===== src/rtl/pic_cycle_sequencer.sv =====
// Four-phase (Q1..Q4) instruction-cycle controller for a PIC16-style core.
// Holds the prefetched instruction register, resolves control flow and owns the return stack.
module pic_cycle_sequencer #(
    parameter int STACK_DEPTH = 8,
    parameter int PC_W        = 13
) (
    input  logic            clk,
    input  logic            reset,
    input  logic            hold,
    input  logic [13:0]     instr,
    input  logic [PC_W-1:0] pc_value,
    input  logic [1:0]      pclath_hi,
    input  logic            skip_cond,
    output logic [1:0]      phase,
    output logic            imem_en,
    output logic            pc_inc,
    output logic            pc_load,
    output logic [PC_W-1:0] pc_target,
    output logic            alu_en,
    output logic            wr_w,
    output logic            wr_f,
    output logic [13:0]     ir_out,
    output logic            flushing,
    output logic            stk_ovf,
    output logic            stk_unf
);

    localparam int SP_W  = $clog2(STACK_DEPTH);
    localparam int OCC_W = $clog2(STACK_DEPTH + 1);
    localparam logic [SP_W-1:0]  SP_ONE   = SP_W'(1);
    localparam logic [OCC_W-1:0] OCC_ONE  = OCC_W'(1);
    localparam logic [OCC_W-1:0] OCC_FULL = OCC_W'(STACK_DEPTH);
    localparam logic [PC_W-1:0]  PC_ONE   = PC_W'(1);

    typedef enum logic [1:0] {
        Q1 = 2'd0,
        Q2 = 2'd1,
        Q3 = 2'd2,
        Q4 = 2'd3
    } phase_t;

    phase_t            phase_q, phase_d;
    logic [13:0]       ir_q, next_ir_q;
    logic              flush_q;
    logic [SP_W-1:0]   sp_q;
    logic [OCC_W-1:0]  occ_q;
    logic              ovf_q, unf_q;
    logic [PC_W-1:0]   stack_mem [STACK_DEPTH];

    logic              active;
    logic              dec_wr_w, dec_wr_f, dec_skip;
    logic              is_call, is_goto, is_ret;
    logic              do_push, do_pop, flush_req;
    logic [12:0]       jump_addr;
    logic [SP_W-1:0]   pop_idx;

    assign active    = !reset && !hold;
    assign jump_addr = {pclath_hi, ir_q[10:0]};
    assign pop_idx   = sp_q - SP_ONE;
    assign is_call   = (ir_q[13:11] == 3'b100);
    assign is_goto   = (ir_q[13:11] == 3'b101);
    // RETLW loads W as well as returning; its write comes from the 11_xxxx class
    assign is_ret    = (ir_q == 14'h0008) || (ir_q[13:10] == 4'b1101);

    always_comb begin
        dec_wr_w = 1'b0;
        dec_wr_f = 1'b0;
        dec_skip = 1'b0;
        case (ir_q[13:12])
            2'b00: begin
                if (ir_q[11:8] == 4'h0) begin
                    dec_wr_f = ir_q[7];
                end else begin
                    dec_wr_f = ir_q[7];
                    dec_wr_w = !ir_q[7];
                    dec_skip = (ir_q[11:8] == 4'hB) || (ir_q[11:8] == 4'hF);
                end
            end
            2'b01: begin
                dec_wr_f = !ir_q[11];
                dec_skip = ir_q[11];
            end
            2'b10: ;
            default: dec_wr_w = 1'b1;
        endcase
    end

    always_comb begin
        phase_d   = phase_q;
        imem_en   = 1'b0;
        pc_inc    = 1'b0;
        pc_load   = 1'b0;
        pc_target = '0;
        alu_en    = 1'b0;
        wr_w      = 1'b0;
        wr_f      = 1'b0;
        do_push   = 1'b0;
        do_pop    = 1'b0;
        flush_req = 1'b0;
        if (active) begin
            case (phase_q)
                Q1: begin
                    imem_en = 1'b1;
                    phase_d = Q2;
                end
                Q2: begin
                    pc_inc  = 1'b1;
                    phase_d = Q3;
                end
                Q3: begin
                    alu_en  = !flush_q;
                    phase_d = Q4;
                end
                default: begin
                    phase_d = Q1;
                    if (!flush_q) begin
                        wr_w = dec_wr_w;
                        wr_f = dec_wr_f;
                        if (is_goto || is_call) begin
                            pc_load   = 1'b1;
                            pc_target = PC_W'(jump_addr);
                            do_push   = is_call;
                            flush_req = 1'b1;
                        end else if (is_ret) begin
                            pc_load   = 1'b1;
                            pc_target = stack_mem[pop_idx];
                            do_pop    = 1'b1;
                            flush_req = 1'b1;
                        end else if (dec_skip && skip_cond) begin
                            flush_req = 1'b1;
                        end
                    end
                end
            endcase
        end
    end

    always_ff @(posedge clk or posedge reset) begin
        if (reset) begin
            phase_q   <= Q1;
            ir_q      <= '0;
            next_ir_q <= '0;
            flush_q   <= 1'b0;
            sp_q      <= '0;
            occ_q     <= '0;
            ovf_q     <= 1'b0;
            unf_q     <= 1'b0;
        end else if (!hold) begin
            phase_q <= phase_d;
            if (phase_q == Q2)
                next_ir_q <= instr;
            if (phase_q == Q4) begin
                ir_q    <= flush_req ? 14'h0000 : next_ir_q;
                flush_q <= flush_req;
            end
            if (do_push) begin
                sp_q <= sp_q + SP_ONE;
                if (occ_q == OCC_FULL)
                    ovf_q <= 1'b1;
                else
                    occ_q <= occ_q + OCC_ONE;
            end
            if (do_pop) begin
                sp_q <= pop_idx;
                if (occ_q == '0)
                    unf_q <= 1'b1;
                else
                    occ_q <= occ_q - OCC_ONE;
            end
        end
    end

    // Stack storage is deliberately left unreset; PC has advanced twice past the CALL
    always_ff @(posedge clk) begin
        if (do_push)
            stack_mem[sp_q] <= pc_value - PC_ONE;
    end

    assign phase    = phase_q;
    assign ir_out   = ir_q;
    assign flushing = flush_q;
    assign stk_ovf  = ovf_q;
    assign stk_unf  = unf_q;

endmodule


===== config.mk =====
export PLATFORM = sky130hd
export DESIGN_NAME = pic_cycle_sequencer
export DESIGN_NICKNAME = d
export VERILOG_FILES = /design/src/rtl/pic_cycle_sequencer.sv
export SDC_FILE = /design/constraint.sdc
export NUM_CORES = 1
export LEC_CHECK = 0
export ABC_AREA = 1
export CORE_UTILIZATION = 40
export CTS_CLUSTER_SIZE = 20
export DETAILED_ROUTE_END_ITERATION = 8
export SYNTH_ARGS = -nofsm -noshare
export SYNTH_HDL_FRONTEND = slang
export SYNTH_SLANG_ARGS = --single-unit

===== constraint.sdc =====
create_clock -name clk -period 2.5 [get_ports clk]
set_input_delay 0.25 -clock clk [delete_from_list [all_inputs] [get_ports clk]]
set_output_delay 0.25 -clock clk [all_outputs]
set_load 0.02 [all_outputs]

=== Word level (Yosys, flattened, before mapping) ===
Memories as Yosys holds them, arrays and structs flattened.
Index checks and enable logic that the tools add are counted.

* Add/sub/neg operators: 5
* Eq/ne operators: 12
* Muxes and demuxes: 51
* Bitwise operators: 1
* Reduce and logical (&&, ||, !) cells: 23

{| class="wikitable"
|+ Operators by type and width
! cell !! count
|-
| $mux W13 || 5
|-
| $mux W1 || 35
|-
| $eq A4 B4 Y1 const B || 4
|-
| $mux W4 || 4
|-
| $eq A14 B4 Y1 const B || 1
|-
| $mux W14 || 1
|-
| $sub A13 B1 Y13 const B || 1
|-
| $logic_not A4 Y1 || 2
|-
| $reduce_and A2 Y1 || 4
|-
| $eq A2 B2 Y1 const B || 3
|-
| $eq A3 B3 Y1 const B || 2
|-
| $mux W3 || 2
|-
| $pmux W1 S2 || 3
|-
| $pmux W2 S3 || 1
|-
| $reduce_and A3 Y1 || 2
|-
| $logic_not A1 Y1 || 5
|-
| $add A4 B1 Y4 const B || 1
|-
| $eq A2 B1 Y1 const B || 2
|-
| $logic_not A2 Y1 || 2
|-
| $sub A4 B1 Y4 const B || 1
|-
| $add A3 B1 Y3 const B || 1
|-
| $logic_or A1 B1 Y1 || 3
|-
| $reduce_or A3 Y1 || 1
|-
| $sub A3 B1 Y3 const B || 1
|-
| other kinds (4) || 5
|}

* Register bits after elaboration: 40
* Bits in writable memories: 104
* Input port bits: 33
* Output and inout port bits: 38
* Logic and storage cells: 101
* Memories kept: 1

{| class="wikitable"
|+ Memory list
! memory !! depth !! bits a word !! rd ports !! clocked after memory_dff !! write ports !! line !! source
|-
| stack_mem || 8 || 13 || 1 || 0 || 1 || 48 || <nowiki>logic [PC_W-1:0] stack_mem [STACK_DEPTH];</nowiki>
|}

=== Longest topological paths before layout ===
Gate-level depths: netlist of run 1.

* Depth after elaboration: 12
* Mapped depth: 12
* Depth with buffers taken out: 11

=== Least setup slack after synthesis of run 1 ===
OpenSTA, ideal clock, no wires.

* Kind: register -> register
* Start point: register ir_q[12], in the netlist ir_out[12]
* End point: memory stack_mem[0][0] (enable)
* Library setup time: 400 ps
* Arrival time: 2284 ps
* Data required time: 2100 ps
* Setup slack: -184 ps
* Cell stages (with the launch flop): 8
* Buffers on the path: 1
* Period minus slack after synthesis: 2684 ps
* Path through: dfrtp_1 > inv_1 > ha_1 > buf_2 > nand4_1 > nor2_4 > nand2_1 > nor3_1

* Cells in the longest elaborated chain, start to end: 8
* Elaborated cells between the ends (all ways): 9
* Classes of those cells: eq/ne: 2; mux: 6; reduce/logical: 1

{| class="wikitable"
|+ Ends and longest elaborated chain
! what !! line !! source
|-
| start, declared || 43 || <nowiki>logic [13:0] ir_q, next_ir_q;</nowiki>
|-
| start signal, assigned || 153 || <nowiki>ir_q <= flush_req ? 14'h0000 : next_ir_q;</nowiki>
|-
| $eq A3 B3 Y1, on equally long branches || 61, 60 ||
|-
| $logic_or A1 B1 Y1 || 119 || <nowiki>if (is_goto || is_call) begin</nowiki>
|-
| $mux W1 * || 119 ||
|-
| $mux W1 * || 116 || <nowiki>if (!flush_q) begin</nowiki>
|-
| $mux W1 * || 101 || <nowiki>case (phase_q)</nowiki>
|-
| $mux W1 * || 100 || <nowiki>if (active) begin</nowiki>
|-
| $mux W1 * || 175 || <nowiki>if (do_push)</nowiki>
|-
| $mux W1 (implied by the code) * || 176 || <nowiki>stack_mem[sp_q] <= pc_value - PC_ONE;</nowiki>
|-
| end, declared || 48 ||
|}

Every way passes the cells marked *; elsewhere a longest branch is shown, timed or not.

=== Worst setup path after layout of run 1 ===
* Start point: register sp_q[0]
* End point: output pc_target[8]

* Cells in the longest elaborated chain, start to end: 7

{| class="wikitable"
|+ Ends and longest elaborated chain
! what !! line !! source
|-
| start, declared || 45 || <nowiki>logic [SP_W-1:0] sp_q;</nowiki>
|-
| start signal, assigned || 157 || <nowiki>sp_q <= sp_q + SP_ONE;</nowiki>
|-
| start signal, assigned || 164 || <nowiki>sp_q <= pop_idx;</nowiki>
|-
| $sub A3 B1 Y3 || 59 || <nowiki>assign pop_idx = sp_q - SP_ONE;</nowiki>
|-
| $mem_v2 Z8 W13 || -- ||
|-
| $mux W13 || 124 || <nowiki>end else if (is_ret) begin</nowiki>
|-
| $mux W13 || 119 ||
|-
| $mux W13 || 116 ||
|-
| $mux W13 || 101 ||
|-
| $mux W13 || 100 ||
|-
| end, declared || 18 || <nowiki>output logic [PC_W-1:0] pc_target,</nowiki>
|}

Every way passes these cells.

==> results of run 1 <==
-- layout make-up --
class                   count  share of cell area
clock buffers              20              0.0497
inverters                  49              0.0221
well taps                 220              0.0313
flip-flops and latches    144               0.470
multi-input cells         482               0.278
repair buffers            119               0.134
clock inverters            12              0.0154
-- cells in the final DEF, fill, tap and decap left out, types with 7 or more instances in the layout --
cell	count
xor2_1	9
clkdlybuf4s50_1	55
ha_1	12
nand2_1	242
nor2_1	53
nor3_2	8
buf_4	40
buf_12	8
dfrtp_1	40
nand3_1	79
nand4_1	15
inv_1	41
edfxtp_1	104
a21oi_2	7
a21oi_1	22
clkbuf_16	18
-- critical path, delay by kind of cell, from the launching register on --
kind / cells / cell delay [ns]
compound gates: 1 / 0.22
fa+ha+maj: 1 / 0.16
simple gates: 2 / 0.27
flops: 1 / 0.40
xor+xnor: 1 / 0.13
buf+inv: 4 / 0.55
-- power groups by stage --
stage	registers, mW	logic (mW)	clock network, mW
after floorplan	3.21	1.34	0
after global placement	3.03	2.45	0
after detailed placement	3.04	2.51	0
after CTS	2.99	2.56	2.49
after global routing	3.03	2.92	2.57
final	3.00	2.64	2.45
-- per-layer routing --
| metal | vias up | global-route usage | routed length, um |
|---|---|---|---|
| li1 | 2560 | - | - |
| met1 | 2456 | 0.265 | 7720 |
| met2 | 163 | 0.335 | 8030 |
| met3 | 28 | 0.0391 | 872 |
| met4 | 0 | 0.0670 | 347 |
| met5 | - | 0 | 0 |
-- Yosys cell counts, types with 2 or more instances --
cell,n
edfxtp_1,104
o21ai_0,6
a21oi_1,29
inv_2,3
buf_2,14
buf_6,2
nor2_4,2
clkbuf_1,7
xnor2_1,5
nor2_1,53
buf_1,2
ha_1,13
nand2_1,243
nand3_1,80
buf_4,7
xor2_1,9
inv_1,44
nor3_1,11
nand4_1,15
dfrtp_1,40
nand2_2,2
-- cell families (layout without fill, tap and decap cells) --
group / Yosys count / after routing / share of synthesized area
flops: 144 / 144 / 0.605
simple gates: 413 / 414 / 0.260
buf+inv: 81 / 200 / 0.0540
xor+xnor: 15 / 15 / 0.0220
fa+ha+maj: 13 / 13 / 0.0239
compound gates: 40 / 40 / 0.0351
-- flip-flops by register name (all words and copies together), names as in the netlist --
register,cells
sp_q,3
next_ir_q,14
stk_ovf,1
stk_unf,1
phase,2
ir_out,14
stack_mem,104
occ_q,4
flushing,1
-- stage by stage --
stage / hold WS (ns) / util / area [um2]
finish: 0.402 / 0.530 / 8780
global route: 0.420 / 0.530 / 8780
CTS: 0.395 / 0.523 / 8670
detailed placement: 0.463 / 0.488 / 8090
global placement: 0.455 / 0.488 / 8090
floorplan: 0.409 / - / 6810
-- worst max path at each step --
stage | cells past startpoint | endpoint
2_1_floorplan | 7 | stack_mem[0][0]$_DFFE_PP_
3_5_place_dp | 9 | pc_target[11]
5_1_grt | 9 | pc_target[4]
6_report | 9 | pc_target[8]
4_1_cts | 9 | pc_target[4]
3_3_place_gp | 8 | pc_target[5]
-- what timing repair did --
action / in CTS / in global routing
cloned: 0 / 2
resized for setup: 60 / 22
setup buffers: 1 / 2
endpoints found under the setup margin: 15 / 13
pin swaps: 8 / 5
==> results.py, run 1 <==
metrics = {
    "timing": {
        "slew_headroom": 0.554,
        "worst_pin_slew_ns": 0.667,
        "max_freq_ghz": 0.416,
        "rsz0062_at_grt": "yes",
        "fin_crit_sh": 0.961,
        "setup_viol": 0,
        "fin_worst_skew_ns": 0.00762,
        "finalSetupTns_ns": 0,
        "report.final.hold_viol_count": 0,
        "fin_crit_ns": 2.40,
        "report.final.slew_viol_count": 0,
        "setup_ws_ns": 0.0970,
    },
    "power_and_ir_drop": {
        "ir_drop_uv": 500,
        "powerDensity_nw_per_um2": 921,
        "combPwrFrac": 0.326,
        "cellLeakagePower_nw": 3.69,
        "p_total_mw": 8.09,
        "p_seq_frac": 0.370,
        "p_int_mw": 5.36,
        "swShare": 0.338,
        "power.net_switching_mw": 2.73,
        "pwr-share-clk": 0.303,
    },
    "cts": {
        "root_buffer": "clkbuf_16",
        "cts_buffers": 17,
        "clk_path_buf_depth": 2,
        "cts_max_level": 4,
        "clk_pin_slew_ns": 0.06,
        "clk_latency_ns": 0.41,
        "ctsHoldBuffers": 0,
        "clock_sinks": 144,
        "cts_tree": "built",
    },
    "logic_synthesis": {
        "avgSynthCellArea_um2": 9.65,
        "synth_nets": 752,
        "synth.largest_area_cell": "edfxtp_1",
        "synthDistinctLibCells": 36,
        "ys_top_cells_by_area": "edfxtp_1 46%, dfrtp_1 15%, nand2_1 13%",
        "ys_seq_elements": 144,
        "synth_flop_cell": "edfxtp_1",
        "yosysSeqAreaShare": 0.605,
        "async_flop_share": 0.278,
        "synth_edf_count": 104,
        "ys_warn_count": 0,
        "synth_area_um2": 6810,
        "yosysTopAreaCellShare": 0.458,
        "syn_inst": 706,
    },
    "route": {
        "routed-via-count": 5207,
        "routed_wl_um": 17000,
        "routed_via_density": 4.98,
        "ant_nets": 0,
        "drt_iter0_drc": 389,
        "drc": 0,
        "drt_pass1_iterations": 4,
        "avgRoutedWirePerCell_um": 16.2,
    },
    "worst_setup_path": {
        "worst_path_max_delay_cell": "dfrtp_1",
        "crit_path_max_incr_delay_ns": 0.40,
        "reg2reg_to": "stack_mem[7][8]$_DFFE_PP_",
        "rrSetupSlack_ns": 0.24,
        "startpoint_type": "register",
        "r2r_cells": 8,
        "path_cells": "inv_2, ha_4, xnor2_4, clkinvlp_4, buf_12, nand2_1, nand4_1, a21oi_1, buf_4",
        "crit_arrival_ns": 2.15,
        "cp_max_fo": 11,
        "required_ns": 2.25,
        "critPathLaunch": "sp_q[0]$_DFFE_PP0P_",
        "timing.rr.start": "ir_out[13]$_DFFE_PP0P_",
        "path_class": "reg2out",
        "endpoint_kind": "output pin",
    },
    "die": {
        "core-area_um2": 16600,
        "rows": 47,
        "initial_core_util": 0.411,
        "die_y_um": 133,
        "ios": 71,
        "die-area_um2": 17600,
        "dieWidth_um": 133,
    },
    "hold_path": {
        "hold_class": "in2async",
    },
    "grt": {
        "grt_pass1_vias": 5139,
        "grt_overflow": 0,
        "grt_max_degree": 56,
        "antenna_found_initial": 0,
        "grt_usage": 0.202,
        "grt_pass1_wl_um": 27100,
    },
    "cells_and_area": {
        "seq_area_um2": 4120,
        "antenna_cells": 0,
        "drive_gt1_frac": 0.156,
        "synthToLayoutAreaGrowth_pct": 28.9,
        "nNetsFinal": 859,
        "multiInputGateArea_um2": 2440,
        "fillers": 1456,
        "finalNonFillerCells": 1046,
    },
    "run_status": {
        "outcome": "completed",
    },
    "place": {
        "dp_cells": 1009,
        "hpwlAfterDp_um": 11200,
        "pre_cts_ws_ns": -0.00132,
        "routabilityCongestion": 0.800,
        "port_buffers": 70,
    },
    "flow_run": {
        "drv_cap": 0,
    },
}
Power figures use the tool's default switching activity.
==> run 2: changes to the inputs <==
- CORE_UTILIZATION: 40 -> 37
- PLACE_DENSITY: default -> 0.67
==> results.py, run 2 (synthesized netlist as in run 1, its figures left out) <==
metrics = {
    "run_status": {
        "outcome": "completed",
    },
    "die": {
        "rows": 49,
        "dieWidth_um": 138,
        "die-area_um2": 19000,
        "initial_core_util": 0.378,
        "ios": 71,
        "core-area_um2": 18000,
        "die_y_um": 138,
    },
    "route": {
        "routed_wl_um": 16700,
        "drt_pass1_iterations": 5,
        "routed_via_density": 4.95,
        "avgRoutedWirePerCell_um": 15.8,
        "drt_iter0_drc": 406,
        "drc": 0,
        "routed-via-count": 5262,
        "ant_nets": 0,
    },
    "timing": {
        "fin_crit_ns": 2.39,
        "fin_worst_skew_ns": 0.0114,
        "fin_crit_sh": 0.956,
        "report.final.slew_viol_count": 0,
        "worst_pin_slew_ns": 0.558,
        "report.final.hold_viol_count": 0,
        "setup_viol": 0,
        "slew_headroom": 0.627,
        "holdWs_ns": 0.366,
        "setup_ws_ns": 0.109,
        "max_freq_ghz": 0.418,
    },
    "worst_setup_path": {
        "path_class": "reg2out",
        "endpoint_kind": "output pin",
        "required_ns": 2.25,
        "startpoint_type": "register",
        "crit_arrival_ns": 2.14,
        "cp_max_fo": 24,
    },
    "cells_and_area": {
        "final_core_util": 0.486,
        "largest_reg_flops": 104,
        "synthToLayoutAreaGrowth_pct": 28.6,
        "final_cell_mix": "243 x nand2_1, 104 x edfxtp_1, 79 x nand3_1, 54 x clkdlybuf4s50_1, 53 x nor2_1",
        "final_design_area_no_fill_um2": 8760,
        "largest_register": "stack_mem",
        "drive_gt1_frac": 0.152,
        "nNetsFinal": 866,
        "antenna_cells": 0,
        "mostFrequentLayoutCell": "nand2_1",
        "fillers": 1688,
    },
    "place": {
        "pre_cts_ws_ns": 0.0566,
        "placed_area_um2": 8150,
        "routabilityCongestion": 0.817,
        "port_buffers": 70,
        "hpwlAfterDp_um": 11300,
    },
    "grt": {
        "grt_pass1_vias": 4997,
        "grt_overflow": 0,
        "grt_pass1_wl_um": 26600,
        "grt_max_degree": 56,
        "grt_usage": 0.193,
        "antenna_found_initial": 0,
    },
    "power_and_ir_drop": {
        "powerDensity_nw_per_um2": 941,
        "ir_drop_uv": 663,
        "cellLeakagePower_nw": 3.74,
    },
    "flow_run": {
        "drv_cap": 0,
    },
    "cts": {
        "cts_buffers": 17,
        "root_buffer": "clkbuf_16",
        "cts_setup_buffers": 0,
        "cts_max_level": 4,
        "clk_pin_slew_ns": 0.06,
        "clock_sinks": 144,
        "clk_path_buf_depth": 2,
        "clk_latency_ns": 0.43,
        "cts_tree": "built",
    },
    "hold_path": {
        "hold_class": "in2async",
    },
}
==> run 2: cell count changes in the layout (fill, tap and decap cells not counted), sizes merged, moves of 3 or more <==
| cell | previous run | this run |
|---|---|---|
| buf | 59 | 69 |
| clkbuf | 22 | 25 |
| clkinv | 7 | 3 |
| clkinvlp | 4 | 0 |
| inv | 48 | 51 |
==> run 2: worst max-delay path, cell delays in order (launching register included) <==
cell and delay (ns):
dfrtp_1 0.38, inv_2 0.08, ha_4 0.28, inv_2 0.06
buf_12 0.16, nand3_1 0.08, nand2_1 0.06, nand2_1 0.06
nand4_1 0.22, a21oi_2 0.19, buf_4 0.15
==> run 2: what timing repair did <==
action	4_1_cts	5_1_grt
cloned	0	1
hold buffers	0	0
pin swaps	3	7
endpoints found under the setup margin	15	14
gates resized for setup	55	16
==> run 2: metal layers <==
layer  share of wire  global-route usage  vias to the layer above
li1                -                   -                     2583
met1            0.43               0.252                     2461
met2            0.48               0.307                      190
met3           0.070              0.0500                       28
met4           0.018              0.0700                        0
met5               0                   0                        -
==> run 2: final timing paths <==
path	from	end	slack, ns	cells past startpoint
setup / recovery	sp_q[0]$_DFFE_PP0P_	pc_target[1]	0.11	10
hold / removal	reset	phase[1]$_DFFE_PP0P_	0.37	3
setup reg to reg	ir_out[12]$_DFFE_PP0P_	stack_mem[7][9]$_DFFE_PP_	0.22	8
hold reg to reg	stk_ovf$_DFFE_PP0P_	stk_ovf$_DFFE_PP0P_	0.48	2
max in group asynchronous	reset	sp_q[0]$_DFFE_PP0P_	1.77	3
min in group clk	instr[0]	next_ir_q[0]$_DFFE_PP0P_	0.39	3
==> run 2: final cells by class <==
cell class,instances,area [um2],share of cell area
inverters,49,189,0.0216
clock buffers,25,498,0.0568
multi-input cells,482,2430,0.277
well taps,229,287,0.0327
clock inverters,7,98.8,0.0113
repair buffers,126,1140,0.130
flip-flops and latches,144,4120,0.471
==> run 2: power by group <==
part           total (mW)  leakage, nW  switching (mW)  internal (mW)
sequential           2.98         1.40           0.148           2.83
clock                2.56        0.292           0.961           1.60
combinational        2.70         2.05            1.61           1.09
total                8.24         3.74            2.72           5.52
==> run 2: stage by stage <==
step / cells / setup TNS (ns) / total power, mW
5_1_grt: 1062 / -0.00273 / 8.72
2_1_floorplan: 706 / -19.13 / 4.56
3_3_place_gp: 1029 / 0 / 5.63
3_5_place_dp: 1029 / 0 / 5.67
4_1_cts: 1061 / -0.0958 / 8.25
6_report: 1062 / 0 / 8.24
==> run 3: changes to the inputs <==
==> constraint.sdc (replaced) <==
create_clock -name clk -period 2.5 [get_ports clk]
set_input_delay 0.25 -clock clk [delete_from_list [all_inputs] [get_ports clk]]
set_output_delay 0.25 -clock clk [all_outputs]
set_load 0.01 [all_outputs]
==> results.py, run 3 (synthesized netlist as in run 1, its figures left out) <==
metrics = {
    "cells_and_area": {
        "mostFrequentLayoutCell": "nand2_1",
        "largest_register": "stack_mem",
        "nNetsFinal": 862,
        "antenna_cells": 0,
        "fillers": 1659,
        "synthToLayoutAreaGrowth_pct": 27.9,
        "drive_gt1_frac": 0.164,
        "largest_reg_flops": 104,
        "final_cell_mix": "243 x nand2_1, 104 x edfxtp_1, 80 x nand3_1, 54 x clkdlybuf4s50_1, 53 x nor2_1",
    },
    "worst_setup_path": {
        "startpoint_type": "register",
        "cp_max_fo": 23,
        "crit_arrival_ns": 2.10,
        "endpoint_kind": "output pin",
        "required_ns": 2.25,
        "path_class": "reg2out",
    },
    "hold_path": {
        "hold_class": "in2async",
    },
    "die": {
        "die_y_um": 138,
        "rows": 49,
        "initial_core_util": 0.378,
        "die-area_um2": 19000,
        "dieWidth_um": 138,
        "core-area_um2": 18000,
        "ios": 71,
    },
    "timing": {
        "setup_viol": 0,
        "fin_crit_ns": 2.35,
        "worst_pin_slew_ns": 0.747,
        "rsz0062_at_grt": "yes",
        "report.final.hold_viol_count": 0,
        "slew_headroom": 0.500,
        "report.final.slew_viol_count": 0,
        "fin_crit_sh": 0.939,
        "fin_worst_skew_ns": 0.0141,
        "setup_ws_ns": 0.153,
        "max_freq_ghz": 0.426,
    },
    "route": {
        "drc": 0,
        "ant_nets": 0,
        "routed-via-count": 5188,
        "routed_via_density": 4.90,
        "avgRoutedWirePerCell_um": 15.1,
        "drt_iter0_drc": 438,
        "drt_pass1_iterations": 6,
        "routed_wl_um": 16000,
    },
    "grt": {
        "grt_usage": 0.179,
        "grt_max_degree": 56,
        "grt_overflow": 0,
        "grt_pass1_wl_um": 25100,
        "grt_pass1_vias": 4812,
        "antenna_found_initial": 0,
    },
    "power_and_ir_drop": {
        "p_int_mw": 5.33,
        "combPwrFrac": 0.305,
        "pwr-share-clk": 0.314,
        "power.net_switching_mw": 2.61,
        "swShare": 0.329,
        "p_total_mw": 7.95,
        "ir_drop_uv": 520,
        "p_seq_frac": 0.381,
        "powerDensity_nw_per_um2": 912,
        "cellLeakagePower_nw": 3.72,
    },
    "place": {
        "port_buffers": 70,
        "hpwlAfterDp_um": 11100,
        "pre_cts_ws_ns": 0.0272,
        "routabilityCongestion": 0.885,
    },
    "cts": {
        "root_buffer": "clkbuf_16",
        "cts_tree": "built",
        "clk_path_buf_depth": 2,
        "clock_sinks": 144,
        "cts_buffers": 17,
        "clk_latency_ns": 0.43,
        "ctsHoldBuffers": 0,
        "cts_max_level": 4,
        "clk_pin_slew_ns": 0.06,
    },
    "run_status": {
        "outcome": "completed",
    },
    "flow_run": {
        "drv_cap": 0,
    },
}
## run 3: changes by cell type in the layout (fill, tap and decap cells not counted), sizes merged
cell and delta:
buf -14, bufinv -2, clkbuf +9, clkdlybuf4s15 -1
clkinv +4, dlygate4sd2 -1, dlymetal6s2s +2, nand2 -1
## run 3: final timing paths
| check | startpoint | to | slack [ns] | depth (start not counted) |
|---|---|---|---|---|
| setup / recovery | sp_q[1]$_DFFE_PP0P_ | pc_target[11] | 0.15 | 10 |
| hold reg to reg | stk_ovf$_DFFE_PP0P_ | stk_ovf$_DFFE_PP0P_ | 0.47 | 2 |
| hold / removal | reset | next_ir_q[8]$_DFFE_PP0P_ | 0.39 | 3 |
| min in group clk | instr[6] | next_ir_q[6]$_DFFE_PP0P_ | 0.40 | 3 |
| setup reg to reg | ir_out[12]$_DFFE_PP0P_ | stack_mem[7][0]$_DFFE_PP_ | 0.37 | 7 |
| max in group asynchronous | reset | next_ir_q[1]$_DFFE_PP0P_ | 1.74 | 3 |
## run 3: cell type report
class	count	area (um2)	share of cell area
flip-flops and latches	144	4120	0.473
clock buffers	23	529	0.0607
multi-input cells	481	2440	0.280
repair buffers	123	1080	0.124
well taps	229	287	0.0329
inverters	49	189	0.0217
clock inverters	9	66.3	0.00761
## run 3: critical path, stage by stage, from the launching register on
cell and delay [ns]:
dfrtp_1 0.34, inv_1 0.08, ha_4 0.29, inv_2 0.06, buf_12 0.16, nand3_1 0.13
nand3_1 0.12, nand2_1 0.08, nand3_1 0.12, a21oi_2 0.14, clkbuf_2 0.14
## run 3: power by group through the flow
stage	Combinational [mW]	Clock, mW	Sequential [mW]
floorplan	1.33	0	3.11
global placement	2.31	0	3.07
CTS	2.40	2.53	3.03
finish	2.42	2.50	3.03
detailed placement	2.33	0	3.07
global route	2.69	2.63	3.06
## run 3: stage by stage
step | hold slack (ns) | area (um2) | instances | TNS [ns] | util
6_report | 0.389 | 8710 | 1058 | 0 | 0.483
5_1_grt | 0.402 | 8710 | 1058 | 0 | 0.483
4_1_cts | 0.382 | 8720 | 1057 | 0 | 0.484
3_5_place_dp | 0.458 | 8060 | 1022 | 0 | 0.447
3_3_place_gp | 0.446 | 8060 | 1022 | -0.00793 | 0.447
2_1_floorplan | 0.409 | 6810 | 706 | -12.79 | -
## run 3: timing repair
item | 4_1_cts | 5_1_grt
setup endpoints to repair | 15 | 16
pin swaps | 2 | 4
gates resized for setup | 31 | 34
buffers inserted | 3 | 1
## run 3: layer usage
layer  track usage  vias up  routed length [um]
met3        0.0342       21                1040
met4        0.0676        0                 274
met1         0.241     2413                7390
met2         0.286      190                7250
li1              -     2564                   -
met5             0        -                   0
